### config.mk
export PLATFORM = sky130hd
export DESIGN_NAME = mem_bus_arbiter
export DESIGN_NICKNAME = d
export VERILOG_FILES = /design/src/rtl/mem_bus_arbiter.sv
export SDC_FILE = /design/constraint.sdc
export NUM_CORES = 1
export LEC_CHECK = 0
export BUFFER_PORTS_ARGS = -buffer_cell sky130_fd_sc_hd__buf_4
export CORE_AREA = 2 2 120 99
export CTS_CLUSTER_SIZE = 8
export DETAILED_ROUTE_END_ITERATION = 10
export DIE_AREA = 0 0 122 101
export PLACE_DENSITY_LB_ADDON = 0.08
export SLEW_MARGIN = 0
export SYNTH_ARGS = -nofsm -noshare
export SYNTH_HDL_FRONTEND = slang
export SYNTH_SLANG_ARGS = --single-unit
### constraint.sdc
create_clock -name clock -period 1.8 [get_ports clock]
set_clock_uncertainty 0.1 [all_clocks]
set_input_delay 0.27 -clock clock [delete_from_list [all_inputs] [get_ports clock]]
set_output_delay 0.27 -clock clock [all_outputs]
set_load 0.1 [all_outputs]
### src/rtl/mem_bus_arbiter.sv
// ----------------------------------------------------------------------------
// mem_bus_arbiter
//
// Two-requester arbiter in front of a single-port memory controller. Each
// access takes three cycles: IDLE (arbitrate and register the winner's
// command), ACCESS (command driven to memory, read data captured at its
// closing edge) and RESP (one-cycle ack/err to the owner). Ties go
// round-robin, and a requester that holds its lock keeps the bus for its next
// back-to-back request. Writes at or below ROM_TOP still take the bus but are
// suppressed towards memory and flagged with err.
//
// Ports
//   clock, reset           : single clock, synchronous active-high reset
//   reqN, weN, addrN,      : request N (held until ackN), write flag, word
//   wdataN, lockN          :   address, write data, keep-grant request
//   ackN, rdataN, errN     : completion pulse, read data (held until N's next
//                            read), blocked-write flag (valid with ackN)
//   mem_address,           : command to the memory controller; mem_we is only
//   mem_data_in, mem_we    :   ever high in ACCESS
//   mem_data_out           : read data from the memory controller
//   busy, grant_id         : FSM not in IDLE, current bus owner
// ----------------------------------------------------------------------------
module mem_bus_arbiter #(
  parameter logic [15:0] ROM_TOP = 16'h001F
) (
  input  logic        clock,
  input  logic        reset,
  input  logic        req0,
  input  logic        req1,
  input  logic        we0,
  input  logic        we1,
  input  logic [15:0] addr0,
  input  logic [15:0] addr1,
  input  logic [31:0] wdata0,
  input  logic [31:0] wdata1,
  input  logic        lock0,
  input  logic        lock1,
  output logic        ack0,
  output logic        ack1,
  output logic [31:0] rdata0,
  output logic [31:0] rdata1,
  output logic        err0,
  output logic        err1,
  output logic [15:0] mem_address,
  output logic [31:0] mem_data_in,
  output logic        mem_we,
  input  logic [31:0] mem_data_out,
  output logic        busy,
  output logic        grant_id
);

  typedef enum logic [1:0] {
    IDLE   = 2'd0,
    ACCESS = 2'd1,
    RESP   = 2'd2
  } state_e;

  state_e      state_q, state_d;
  logic        last_served_q, last_served_d;
  logic        grant_id_q, grant_id_d;
  logic        wr_q, wr_d;          // granted command is a write
  logic        blocked_q, blocked_d; // granted write targets the ROM window
  logic [15:0] mem_address_q, mem_address_d;
  logic [31:0] mem_data_in_q, mem_data_in_d;
  logic [31:0] rdata0_q, rdata0_d;
  logic [31:0] rdata1_q, rdata1_d;

  // Arbitration result, only consumed in IDLE.
  logic        any_req;
  logic        winner;
  logic        sel_we;
  logic [15:0] sel_addr;
  logic [31:0] sel_wdata;

  always_comb begin
    any_req = req0 | req1;
    if (req0 && req1) begin
      // The last owner keeps the bus while it holds its lock; otherwise the
      // requester not served last wins. A dropped req releases the lock
      // simply because this branch is no longer taken.
      if (last_served_q ? lock1 : lock0) winner = last_served_q;
      else                               winner = ~last_served_q;
    end else begin
      winner = req1;
    end
    sel_we    = winner ? we1    : we0;
    sel_addr  = winner ? addr1  : addr0;
    sel_wdata = winner ? wdata1 : wdata0;
  end

  // --------------------------------------------------------------------------
  // State register
  // --------------------------------------------------------------------------
  always_ff @(posedge clock) begin
    // NOTE: sequential state uses non-blocking assignments so every flop
    // samples pre-edge values regardless of process ordering.
    if (reset) begin
      // NOTE: the data registers are reset as well, since rdata and the memory
      // command are visible outputs with defined post-reset values.
      state_q       <= IDLE;
      last_served_q <= 1'b1;   // requester 0 wins the first tie
      grant_id_q    <= 1'b0;
      wr_q          <= 1'b0;
      blocked_q     <= 1'b0;
      mem_address_q <= '0;
      mem_data_in_q <= '0;
      rdata0_q      <= '0;
      rdata1_q      <= '0;
    end else begin
      state_q       <= state_d;
      last_served_q <= last_served_d;
      grant_id_q    <= grant_id_d;
      wr_q          <= wr_d;
      blocked_q     <= blocked_d;
      mem_address_q <= mem_address_d;
      mem_data_in_q <= mem_data_in_d;
      rdata0_q      <= rdata0_d;
      rdata1_q      <= rdata1_d;
    end
  end

  // --------------------------------------------------------------------------
  // Next-state logic
  // --------------------------------------------------------------------------
  always_comb begin
    // NOTE: every variable gets its hold value first, so no path through the
    // case statement can leave one unassigned and infer a latch.
    state_d       = state_q;
    last_served_d = last_served_q;
    grant_id_d    = grant_id_q;
    wr_d          = wr_q;
    blocked_d     = blocked_q;
    mem_address_d = mem_address_q;
    mem_data_in_d = mem_data_in_q;
    rdata0_d      = rdata0_q;
    rdata1_d      = rdata1_q;

    case (state_q)
      IDLE: begin
        if (any_req) begin
          state_d       = ACCESS;
          grant_id_d    = winner;
          last_served_d = winner;
          wr_d          = sel_we;
          blocked_d     = sel_we && (sel_addr <= ROM_TOP);
          mem_address_d = sel_addr;
          mem_data_in_d = sel_wdata;
        end
      end
      ACCESS: begin
        state_d = RESP;
        // Only reads update the owner's rdata; writes leave it untouched.
        if (!wr_q) begin
          if (grant_id_q) rdata1_d = mem_data_out;
          else            rdata0_d = mem_data_out;
        end
      end
      RESP: begin
        state_d = IDLE;
      end
      default: begin
        state_d = IDLE;
      end
    endcase
  end

  // --------------------------------------------------------------------------
  // Output logic
  // --------------------------------------------------------------------------
  always_comb begin
    ack0   = 1'b0;
    ack1   = 1'b0;
    err0   = 1'b0;
    err1   = 1'b0;
    mem_we = 1'b0;
    busy   = 1'b1;
    case (state_q)
      IDLE: begin
        busy = 1'b0;
      end
      ACCESS: begin
        // A blocked write still occupies the bus cycle, it just never strobes.
        mem_we = wr_q & ~blocked_q;
      end
      RESP: begin
        ack0 = ~grant_id_q;
        ack1 =  grant_id_q;
        err0 = ~grant_id_q & blocked_q;
        err1 =  grant_id_q & blocked_q;
      end
      default: begin
        busy = 1'b0;
      end
    endcase
  end

  assign mem_address = mem_address_q;
  assign mem_data_in = mem_data_in_q;
  assign rdata0      = rdata0_q;
  assign rdata1      = rdata1_q;
  assign grant_id    = grant_id_q;

endmodule

==> flow_summary.toml <==
[synth]
synthesis.area_um2 = 4878
postSynthAreaPerCell_um2 = 7.997
ys_top_cells_by_count = "133 x nand2_1, 118 x dfxtp_1, 68 x a21oi_1"
yosys.area_share.adder_pct = 0.7694
syn_inst = 610
ys_seq_area_share_pct = 48.42
yosysWarningCount = 0
ys_top_cells_by_area = "dfxtp_1 48%, nand2_1 10%, a311oi_1 9.0%"
syn-num-nets = 749
synth_top_area_share_pct = 48.42
async_reset_ff_share_pct = 0
synth_area_leader_cell = "dfxtp_1"
muxShareOfSynthArea_pct = 0
yosysMostFrequentCell = "nand2_1"
synth-xor-area-share_pct = 0
synth_enable_flop_cells = 0
synth_cell_types = 30
synth_ff_type = "dfxtp_1"
synthSimpleGateAreaFrac_pct = 22.67
synth-compound-area-share_pct = 21.90
synth_top_family_by_area = "simple AND/OR/NAND/NOR gates"
ys_seq_elements = 118

[routing]
drtPass1Iterations = 5
drc = 0
vias_per_cell = 5.315
drt_iter0_drc = 433
wirelength_mm = 16.14
vias = 5363
routedWlPerCell_um = 16.00
ant_nets = 0

[cells_and_area]
fin_util_pct = 68.92
drive_above_1_share_pct = 37.51
stdcell_area_um2 = 7696
diodes = 0
syn_to_final_growth_pct = 57.76
num-nets-final = 987

[floorplan]
core_area_um2 = 11170
die_area_um2 = 12320
die_w_um = 122
io_pins = 255
initial_utilization_pct = 43.69
num_rows = 35
die_h_um = 101

[worst_setup_path]
cp_max_fo = 3
cp.arrival_ns = 1.44
startpoint_type = "flop"
ff2ff_setup_slack_ns = 0.11
setup.worst_path.end_class = "primary output"
cp.required_ns = 1.43
critPathKind = "reg -> out"
r2r_cells = 7

[cts]
ctsLongestPathBuffers = 2
cts.htree.levels = 4
clock_insertion_delay_worst_skew_ns = 0.40
numCtsBuffers = 17
cts_root_buf = "clkbuf_16"
cts_tree = "built"
clk_pin_slew_ns = 0.05
cts.sinks = 118

[sta]
rsz0062_at_grt = "yes"
fmax_mhz = 552.2
finalHoldViolations = 0
worstMarginPinSlew_ns = 0.5340
slew-limit-headroom_pct = 63.90
fin_crit_ns = 1.811
worst_slack_ns = -0.01104
final-setup-viol-count = 1
post-route-period-util_pct = 100.6
maxSlewViolCount = 0

[grt]
first_global_vias = 5222
grt_pass1_wl_mm = 25.35
antenna_found_initial = 0
overflow = 0
grt_max_degree = 71
grt_usage_pct = 26.26

[pwr]
power.density_nw_per_um2 = 1250
power.total_w = 0.009619
power_leakage_nw = 3.283
ir_worst_vdd_mv = 0.8527

[placement]
routabilityCongestion = 0.8366
portBuffers = 254
placed_cell_area_um2 = 6925
dp_hpwl_mm = 11.18

[min_path]
hold_depth = 3
min_path_type = "in -> reg"

[flow_run]
drv_cap = 0

[status]
status = "complete, but fails checks"
violations = "negative setup slack"
metrics by stage:
stage	std cells	hold WS [ns]	setup WS (ns)	TNS [ns]
finish	1009	0.01894	-0.01104	-0.01104
global route	1009	0.004292	-0.08062	-0.1284
CTS	1008	0.0003659	-0.03431	-0.03431
detailed placement	969	0.3470	0.1480	0
global placement	969	0.3431	0.2169	0
floorplan	610	0.3060	-0.1090	-0.1090
final timing paths:
kind | from | to
max | state_q[0] | err0
min | mem_data_out[5] | rdata0[5]
max reg2reg | state_q[1] | rdata0[31]
min reg2reg | rdata1[3] | rdata1[3]
worst max-delay path: stages (launching register included):
cell	delay (ns)
dfxtp_4	0.36
inv_4	0.07
ha_4	0.13
nor2b_4	0.14
and2_4	0.17
buf_12	0.17
final cells by class:
| type | count | area, µm² |
|---|---|---|
| fillers | 927 | 3471 |
| flip-flops and latches | 118 | 2371 |
| multi-input cells | 430 | 2266 |
| repair buffers | 278 | 2235 |
| clock buffers | 19 | 442.9 |
| well taps | 148 | 185.2 |
| clock inverters | 13 | 180.2 |
| inverters | 3 | 16.27 |
what timing repair did:
action | CTS | global route
hold buffers | 6 | 0
hold endpoints to repair | 6 | 0
pin swaps | 2 | 2
resized for setup | 16 | 5
buffers inserted | 1 | 1
setup endpoints to repair | 6 | 6
where the power goes:
| group | internal [W] | total, W | switching [W] |
|---|---|---|---|
| sequential | 0.00285 | 0.00299 | 0.000142 |
| combinational | 0.000796 | 0.00309 | 0.00230 |
| clock | 0.00234 | 0.00354 | 0.00120 |
| total | 0.00598 | 0.00962 | 0.00363 |
per-layer routing:
layer / part of all wire [%] / wire [µm] / up-vias / track usage (%)
li1: - / - / 2620 / -
met1: 40 / 6521 / 2494 / 31.29
met2: 49 / 7896 / 221 / 43.62
met3: 8.5 / 1367 / 28 / 9.219
met4: 2.2 / 355 / 0 / 9.991
met5: 0 / 0 / - / 0
cells by family after synthesis:
logic type      count (synthesis)
flops                         118
simple gates                  256
fa+ha+maj                       3
compound gates                171
buf+inv                        62
sequential cells by signal, summed over array words and instances (netlist names):
name	cells
wr_q	1
rdata0	32
mem_address	16
mem_data_in	32
rdata1	32
blocked_q	1
last_served_q	1
grant_id	1
state_q	2
placed cells by master, fill, tap and decap left out, types with 2 or more instances in the layout:
master / count
nor2_2: 2
nand3_1: 52
buf_6: 2
clkbuf_16: 17
bufinv_16: 4
clkinvlp_4: 3
dlygate4sd3_1: 6
nor4b_1: 2
a311oi_1: 50
nor2b_4: 3
a21oi_1: 68
buf_4: 260
dfxtp_4: 2
nor2_1: 50
ha_4: 2
clkinv_4: 2
o21ai_1: 39
clkinv_2: 4
dfxtp_1: 115
nand2_1: 132
o21ai_0: 11
inv_4: 2
buf_12: 10
nor4_1: 4
Note: power is estimated with default switching activity, not from simulation.
